==> config.mk <==
export PLATFORM = sky130hd
export DESIGN_NAME = decode
export DESIGN_NICKNAME = d
export VERILOG_FILES = /design/src/rtl/decode_pkg.sv /design/src/rtl/decode_skid_buffer.sv /design/src/rtl/decode.sv
export SDC_FILE = /design/constraint.sdc
export NUM_CORES = 1
export LEC_CHECK = 0
export BUFFER_PORTS_ARGS = -buffer_cell sky130_fd_sc_hd__buf_4
export CORE_ASPECT_RATIO = 1.75
export CORE_MARGIN = 2
export CORE_UTILIZATION = 30
export CTS_BUF_LIST = sky130_fd_sc_hd__clkbuf_2
export DETAILED_ROUTE_END_ITERATION = 8
export PLACE_DENSITY_LB_ADDON = 0.05
export SLEW_MARGIN = 20
export SYNTH_ARGS = -nofsm -noshare
export SYNTH_HDL_FRONTEND = slang
export SYNTH_SLANG_ARGS = --single-unit
==> constraint.sdc <==
create_clock -name clk -period 18.2 [get_ports clk]
set_input_delay 3.64 -clock clk [delete_from_list [all_inputs] [get_ports clk]]
set_output_delay 3.64 -clock clk [all_outputs]
set_load 0.02 [all_outputs]
==> src/rtl/decode_pkg.sv <==
// Shared RV32I decode definitions: opcodes, immediate formats, buffer states
// and the decoded bundle that travels from decode to execute.
package decode_pkg;

  localparam logic [6:0] OPC_LUI      = 7'b0110111;
  localparam logic [6:0] OPC_AUIPC    = 7'b0010111;
  localparam logic [6:0] OPC_JAL      = 7'b1101111;
  localparam logic [6:0] OPC_JALR     = 7'b1100111;
  localparam logic [6:0] OPC_BRANCH   = 7'b1100011;
  localparam logic [6:0] OPC_LOAD     = 7'b0000011;
  localparam logic [6:0] OPC_STORE    = 7'b0100011;
  localparam logic [6:0] OPC_OP_IMM   = 7'b0010011;
  localparam logic [6:0] OPC_OP       = 7'b0110011;
  localparam logic [6:0] OPC_MISC_MEM = 7'b0001111;
  localparam logic [6:0] OPC_SYSTEM   = 7'b1110011;

  typedef enum logic [2:0] {
    IMM_NONE,
    IMM_I,
    IMM_S,
    IMM_B,
    IMM_U,
    IMM_J
  } imm_fmt_e;

  typedef enum logic [1:0] {
    SKID_EMPTY,
    SKID_ONE,
    SKID_TWO
  } skid_state_e;

  typedef struct packed {
    logic [31:0] pc;
    logic [31:0] pc4;
    logic [4:0]  rs1;
    logic [4:0]  rs2;
    logic [4:0]  rd;
    logic        rd_we;
    logic [31:0] imm;
    logic [6:0]  opcode;
    logic [2:0]  funct3;
    logic        funct7_b5;
    logic        illegal;
  } decode_bundle_t;

  localparam int unsigned BUNDLE_W = $bits(decode_bundle_t);

endpackage

==> src/rtl/decode_skid_buffer.sv <==
// Two-entry skid buffer: head always holds the oldest entry, tail absorbs
// one push while the consumer stalls; ready and valid are registered.
module skid_buffer
  import decode_pkg::*;
#(
  parameter int unsigned WIDTH = 8
) (
  input  logic             clk,
  input  logic             rst,
  input  logic             flush,
  input  logic             push_valid,
  input  logic [WIDTH-1:0] push_data,
  output logic             push_ready,
  output logic             pop_valid,
  input  logic             pop_ready,
  output logic [WIDTH-1:0] pop_data
);

  skid_state_e      state_q, state_d;
  logic [WIDTH-1:0] head_q, tail_q;
  logic             push, pop;
  logic             load_head, load_tail, head_from_tail;

  assign push     = push_valid & push_ready & ~flush;
  assign pop      = pop_valid & pop_ready;
  assign pop_data = head_q;

  always_ff @(posedge clk or posedge rst) begin
    if (rst) begin
      state_q    <= SKID_EMPTY;
      push_ready <= 1'b1;
      pop_valid  <= 1'b0;
    end else begin
      state_q    <= state_d;
      push_ready <= (state_d != SKID_TWO);
      pop_valid  <= (state_d != SKID_EMPTY);
    end
  end

  // Next state and entry-load controls; flush overrides everything.
  always_comb begin
    state_d        = state_q;
    load_head      = 1'b0;
    load_tail      = 1'b0;
    head_from_tail = 1'b0;
    if (flush) begin
      state_d = SKID_EMPTY;
    end else begin
      case (state_q)
        SKID_EMPTY: begin
          if (push) begin
            state_d   = SKID_ONE;
            load_head = 1'b1;
          end
        end
        SKID_ONE: begin
          if (push && !pop) begin
            state_d   = SKID_TWO;
            load_tail = 1'b1;
          end else if (!push && pop) begin
            state_d = SKID_EMPTY;
          end else if (push && pop) begin
            load_head = 1'b1;
          end
        end
        SKID_TWO: begin
          if (pop) begin
            state_d        = SKID_ONE;
            head_from_tail = 1'b1;
          end
        end
        default: state_d = SKID_EMPTY;
      endcase
    end
  end

  always_ff @(posedge clk or posedge rst) begin
    if (rst) begin
      head_q <= '0;
      tail_q <= '0;
    end else begin
      if (load_head)           head_q <= push_data;
      else if (head_from_tail) head_q <= tail_q;
      if (load_tail)           tail_q <= push_data;
    end
  end

endmodule

==> src/rtl/decode.sv <==
// RV32I instruction decode: combinational field/immediate/legality decode
// captured into a two-entry skid buffer toward execute.
module decode
  import decode_pkg::*;
(
  input  logic        clk,
  input  logic        rst,
  input  logic        flush,
  input  logic        in_valid,
  input  logic [31:0] pc_in,
  input  logic [31:0] inst_in,
  output logic        decode_ready,
  output logic        out_valid,
  input  logic        ex_ready,
  output logic [31:0] out_pc,
  output logic [31:0] out_pc4,
  output logic [4:0]  rs1_addr,
  output logic [4:0]  rs2_addr,
  output logic [4:0]  rd_addr,
  output logic        rd_we,
  output logic [31:0] imm,
  output logic [6:0]  opcode,
  output logic [2:0]  funct3,
  output logic        funct7_b5,
  output logic        illegal
);

  decode_bundle_t     dec_c, held;
  imm_fmt_e           fmt_c;
  logic               legal_op_c, bad_f3_c, no_wb_c, illegal_c;
  logic [6:0]         op_c;
  logic [2:0]         f3_c;
  logic [BUNDLE_W-1:0] held_bits;

  assign op_c = inst_in[6:0];
  assign f3_c = inst_in[14:12];

  // Classify opcode: immediate format, funct3 legality, writeback suppression.
  always_comb begin
    fmt_c      = IMM_NONE;
    legal_op_c = 1'b1;
    bad_f3_c   = 1'b0;
    no_wb_c    = 1'b0;
    case (op_c)
      OPC_LUI, OPC_AUIPC: fmt_c = IMM_U;
      OPC_JAL:            fmt_c = IMM_J;
      OPC_JALR: begin
        fmt_c    = IMM_I;
        bad_f3_c = (f3_c != 3'b000);
      end
      OPC_BRANCH: begin
        fmt_c    = IMM_B;
        bad_f3_c = (f3_c == 3'b010) || (f3_c == 3'b011);
        no_wb_c  = 1'b1;
      end
      OPC_LOAD: begin
        fmt_c    = IMM_I;
        bad_f3_c = (f3_c == 3'b011) || (f3_c == 3'b110) || (f3_c == 3'b111);
      end
      OPC_STORE: begin
        fmt_c    = IMM_S;
        bad_f3_c = (f3_c > 3'b010);
        no_wb_c  = 1'b1;
      end
      OPC_OP_IMM:               fmt_c   = IMM_I;
      OPC_OP:                   fmt_c   = IMM_NONE;
      OPC_MISC_MEM, OPC_SYSTEM: no_wb_c = 1'b1;
      default:                  legal_op_c = 1'b0;
    endcase
  end

  assign illegal_c = (inst_in[1:0] != 2'b11) || !legal_op_c || bad_f3_c;

  always_comb begin
    dec_c           = '0;
    dec_c.pc        = pc_in - 32'd4;
    dec_c.pc4       = pc_in;
    dec_c.rs1       = inst_in[19:15];
    dec_c.rs2       = inst_in[24:20];
    dec_c.rd        = inst_in[11:7];
    dec_c.rd_we     = !no_wb_c && !illegal_c && (inst_in[11:7] != 5'd0);
    dec_c.opcode    = op_c;
    dec_c.funct3    = f3_c;
    dec_c.funct7_b5 = inst_in[30];
    dec_c.illegal   = illegal_c;
    case (fmt_c)
      IMM_I:   dec_c.imm = {{20{inst_in[31]}}, inst_in[31:20]};
      IMM_S:   dec_c.imm = {{20{inst_in[31]}}, inst_in[31:25], inst_in[11:7]};
      IMM_B:   dec_c.imm = {{19{inst_in[31]}}, inst_in[31], inst_in[7],
                            inst_in[30:25], inst_in[11:8], 1'b0};
      IMM_U:   dec_c.imm = {inst_in[31:12], 12'b0};
      IMM_J:   dec_c.imm = {{11{inst_in[31]}}, inst_in[31], inst_in[19:12],
                            inst_in[20], inst_in[30:21], 1'b0};
      default: dec_c.imm = 32'd0;
    endcase
  end

  skid_buffer #(.WIDTH(BUNDLE_W)) u_skid (
    .clk        (clk),
    .rst        (rst),
    .flush      (flush),
    .push_valid (in_valid),
    .push_data  (dec_c),
    .push_ready (decode_ready),
    .pop_valid  (out_valid),
    .pop_ready  (ex_ready),
    .pop_data   (held_bits)
  );

  assign held      = held_bits;
  assign out_pc    = held.pc;
  assign out_pc4   = held.pc4;
  assign rs1_addr  = held.rs1;
  assign rs2_addr  = held.rs2;
  assign rd_addr   = held.rd;
  assign rd_we     = held.rd_we;
  assign imm       = held.imm;
  assign opcode    = held.opcode;
  assign funct3    = held.funct3;
  assign funct7_b5 = held.funct7_b5;
  assign illegal   = held.illegal;

endmodule

# --- Yosys cells after proc, flatten, opt, wreduce, memory -nomap -nowiden ---
# Cells that the tools add are included.
totals:
  memories: 0
  latch_bits: 0
  in_bits: 69
  wordCells: 84
  out_inout_bits: 126
  reg_bits: 252
  rom_bits: 0
  ram_bits: 0
classes:
  addsub: 1
  n_shift: 0
  n_mux: 25
  n_mul: 0
  n_eq_ne: 24
  order_cmp: 1
  bitwise: 4
  div: 0
  reduce_logical: 24
op_table:
  columns: ["cell", "n"]
  rows:
  - ["2-to-1 mux 124 bit", 2]
  - ["one-hot mux 32 bit (5 select lines)", 1]
  - ["subtractor 32 x 3 -> 32 bit, second input constant", 1]
  - ["== test 7 bit, second input constant", 4]
  - ["== test 7 x 6 -> 1 bit, second input constant", 3]
  - ["one-hot mux 3 bit (5 select lines)", 1]
  - ["== test 7 x 5 -> 1 bit, second input constant", 2]
  - ["2-to-1 mux 1 bit", 13]
  - ["== test 3 x 2 -> 1 bit, second input constant", 4]
  - ["== test 3 bit, second input constant", 4]
  - ["OR reduction 11 bit", 1]
  - ["2-to-1 mux 2 bit", 5]
  - ["== test 7 x 2 -> 1 bit, second input constant", 1]
  - ["== test 7 x 4 -> 1 bit, second input constant", 1]
  - ["one-hot mux 2 bit (3 select lines)", 1]
  - ["logical AND 1 bit", 5]
  - ["zero test 1 bit", 5]
  - ["logical OR 1 bit", 5]
  - ["nonzero test 5 bit", 1]
  - ["inequality test 2 bit, second input constant", 2]
  - ["one-hot mux 1 bit (4 select lines)", 1]
  - ["nonzero test 2 bit", 2]
  - ["OR reduction 4 bit", 1]
  - ["bitwise AND 1 bit", 3]
  - ["other kinds (10)", 10]

# --- Logic depth before layout (Yosys ltp) ---
logic_depth:
  word_depth: 10
  ltp_mapped: 8
  depth_no_buf: 7

# --- Cells and area by module ---
# Synthesis repeated with hierarchy kept, for this count alone.
unflattened:
  cells_unflattened: 1180
  area_unflattened_um2: 12878.6
by_module_without_submodules:
  columns: ["mod", "area_each_um2", "seq_area_each_um2", "cells_each", "instances"]
  rows:
  - ["skid_buffer", 11544.8, 6307.3, 1002, 1]
  - ["decode", 1333.8, 0.0, 178, 1]

# --- Least setup slack after synthesis ---
# Ideal clock, no wire load.
synth_timing:
  path_type: "input port to flip-flop"
  start: "input pc_in[15]"
  end: "register u_skid.tail_q[118]"
  cell_stages: 7
  setup_time_ns: 0.131
  slack_ns: 12.849
  t_required_ns: 18.069
  path_buffers: 2
  arrival_ns: 5.219
  path_cell_list: "buf_6 or4_4 or3_1 buf_6 nor4_4 xnor2_1 o21ai_1"
synth_via:
  elab_chain_cells: 1
synth_rtl:
  columns: ["item", "line_no", "text"]
  rows:
  - ["start: declaration", "decode.sv:10", "input logic [31:0] pc_in,"]
  - ["subtractor 32 x 3 -> 32 bit", "decode.sv:76", "dec_c.pc = pc_in - 32'd4;"]
  - ["end signal: assignment", "decode_skid_buffer.sv:84", "if (load_tail) tail_q <= push_data;"]
  - ["end: declaration", "decode_skid_buffer.sv:20", "logic [WIDTH-1:0] head_q, tail_q;"]
# No other way between the ends.
# A chain may end at the register's enable or synchronous reset.

# --- Worst setup path after layout ---
layout_timing:
  start: "register u_skid.push_ready"
  end: "output decode_ready"
layout_rtl:
  columns: ["item", "line_no", "text"]
  rows:
  - ["start: declaration", "decode_skid_buffer.sv:13", "output logic push_ready,"]
  - ["start signal: assignment", "decode_skid_buffer.sv:35", "push_ready <= (state_d != SKID_TWO);"]
  - ["end: declaration", "decode.sv:12", "output logic decode_ready,"]
# No word-level cell between the ends.

==> metrics <==
Synth Area in Compound Gates 0.154; Clk pin slew, worst setup/hold paths roughly 0.10 ns; crit path kind reg2out; synth unique cells 56; CP peak stage delay 0.55 ns; xor/xnor cell area share of the yosys netlist 0.0217; Post-synth EDFFs 0; Final setup violation count 0; CP startpoint kind flop; Avg Cell Area, Syn roughly 9.6 sq um; asr flop ratio synth 1.00; initial antenna violation count 1; Slew @ Worst Pin between 1 and 1.5 ns; die area 37900 sq um; share of cells above drive strength 1 0.253; number of global-route vias before repair 9293; Clock Sinks approximately 250; Pre-Repair DR Iteration Count 5; share of the synthesized area in the top cell type 0.568; worst min-delay path class reg2reg; Horiz. Die Dim 148 microns; crit path max-delay cell type dfstp_2; Boundary Pins about 200; Worst Hold Slack 0.483 ns; critical-path cell list buf_4; largest family of logic cells by synthesized area simple AND/OR/NAND/NOR gates; largest net degree at the start of global routing 130; Worst EP arrival 1.55 ns; Final Skew ~0.069 ns; sequential element share of the synthesized area 0.571; critical path peak fanout 3; Post-CTS Setup Bufs 0; chip height between 200 and 300 microns; 1st-iter DRT viols 368; max-cap violations 0; prevailing post-synth register cell dfrtp_1; site row count 92; simple-gate area share of the yosys netlist 0.192; period utilization 0.285; core area 35900 sq um; # DRC 0; Critical Path RT roughly 15 ns; DR vias 8778; final hold vios 0; CP bufs+invs 1; Routed Antenna Nets 0; Area Overhead vs Synth 21.4%; Post-Syn Nets 1200; cell family with most CP delay flip-flops; P per Cell Area between 100 and 150 nW/um^2; Layout fillers 3866; HPWL after DPL 21800 microns; FMAX around 0.19 GHz; global route total overflow 0; instance count of the mapped netlist 1130; VDD IR max between 0.04 and 0.05 mV; Clock Tree Root clkbuf_2; RSZ-0062 raised after global routing no; worst slack, placed around 12 ns; post-synthesis adder-cell area fraction 0.00115; GPL Wtd Cong 0.718; setup ws final about 13 ns; CP endpoint kind output port; mapped cell area approximately 11000 sq um; area leader, netlist dfrtp_1; Initial Utilization 0.303; Static Leak 6.53 nW; Pins Over Slew Limit 0; # port buffers 194; mux share of post-synthesis cell area 0.0273; worst-skew pair later-pin latency about 0.93 ns; Synth area leaders dfrtp_1 57%, nand2_1 13%, a22oi_1 5.5%; max_slew headroom 0.315; #FFs+latches synth ~250; post-layout min period ~5.2 ns; drt via density 4.83; Yosys warnings 0; Layout Nets roughly 1400; TNS Setup 0 ns; clock buffer depth 3; TritonCTS clock tree yes; routed wire length between 30000 and 40000 microns; Resized Gates After CTS 0; status completed; CTS H-tree depth 2; Post-CTS Hold Buffers 0; CTS Buf Count 61; Routed WL per cell 18.9 microns; All-Layer GR Usage 0.183; first-pass GRT wire length between 50000 and 60000 microns
==> worst paths after layout <==
| check | depth (start not counted) | slack [ns] | from | end |
|---|---|---|---|---|
| min in group asynchronous | 2 | 2.87 | rst | u_skid.pop_data[45] |
| setup / recovery | 1 | 13.01 | u_skid.push_ready | decode_ready |
| setup reg to reg | 6 | 15.39 | u_skid.push_ready | u_skid.tail_q[18] |
| hold reg to reg | 2 | 0.48 | u_skid.pop_data[54] | u_skid.pop_data[54] |
| max in group asynchronous | 4 | 13.13 | rst | u_skid.pop_data[36] |
| hold / removal | 2 | 0.48 | u_skid.pop_data[54] | u_skid.pop_data[54] |
==> cell type report <==
cell class	count	area (sq um)	area share
multi-input cells	792	4350	0.330
well taps	470	588	0.0446
repair buffers	204	1540	0.117
diodes	1	2.50	0.000190
flip-flops and latches	248	6210	0.470
inverters	8	37.5	0.00284
clock inverters	3	11.3	0.000853
clock buffers	91	455	0.0345
==> synthesized netlist by cell type, drive strengths merged, types with 9 or more instances <==
cell type	n
nor2	39
a21oi	27
buf	16
o21ai	94
a22oi	79
nor3	14
xnor2	21
mux2	21
nor4	9
clkbuf	66
nand2	381
a22o	14
dfrtp	247
a222oi	11
==> flip-flops by register name, summed over array words and instances, names as in the netlist <==
register	cells
u_skid.tail_q	122
u_skid.push_ready	1
u_skid.state_q	2
u_skid.pop_data	122
u_skid.pop_valid	1
==> power by group <==
part	internal (W)	total, W	switching (W)	leakage, nW
combinational	0.000170	0.000411	0.000241	2.99
clock	0.000129	0.000355	0.000227	0.388
sequential	0.000708	0.000801	0.0000925	3.16
==> kinds of logic (layout without fill, tap and decap cells) <==
family,after synthesis,in the layout
other,0,1
buffers and inverters,90,306
and+or+nand+nor,483,483
xor gates and xnor gates,27,27
AOI/OAI and AO/OA,254,254
muxes,27,27
adders and majority gates,1,1
DFF,248,248
==> metal layers <==
| layer | track usage | up-vias | wire [microns] |
|---|---|---|---|
| li1 | - | 4277 | - |
| met1 | 0.205 | 4236 | 12900 |
| met2 | 0.344 | 210 | 19100 |
| met3 | 0.0351 | 55 | 1510 |
| met4 | 0.0587 | 0 | 801 |
| met5 | 0 | - | 0 |
==> metrics by stage <==
| stage | total power (W) | util | cells | area [sq um] |
|---|---|---|---|---|
| 2_1_floorplan | 0.00104 | - | 1130 | 10900 |
| 3_3_place_gp | 0.00123 | 0.354 | 1722 | 12700 |
| 3_5_place_dp | 0.00123 | 0.354 | 1722 | 12700 |
| 4_1_cts | 0.00161 | 0.367 | 1816 | 13200 |
| 5_1_grt | 0.00169 | 0.368 | 1817 | 13200 |
| 6_report | 0.00157 | 0.368 | 1817 | 13200 |
==> placed cells by master (no fill, tap or decap), types with 14 or more instances in the layout <==
cell type    n
xnor2_1     21
clkbuf_2    91
mux2_2      21
buf_4      203
a21oi_1     27
a22o_1      14
a22oi_1     79
dfrtp_1    247
nand2_1    381
nor2_1      38
o21ai_0     83
No activity file was read; power rests on OpenSTA's default activity.
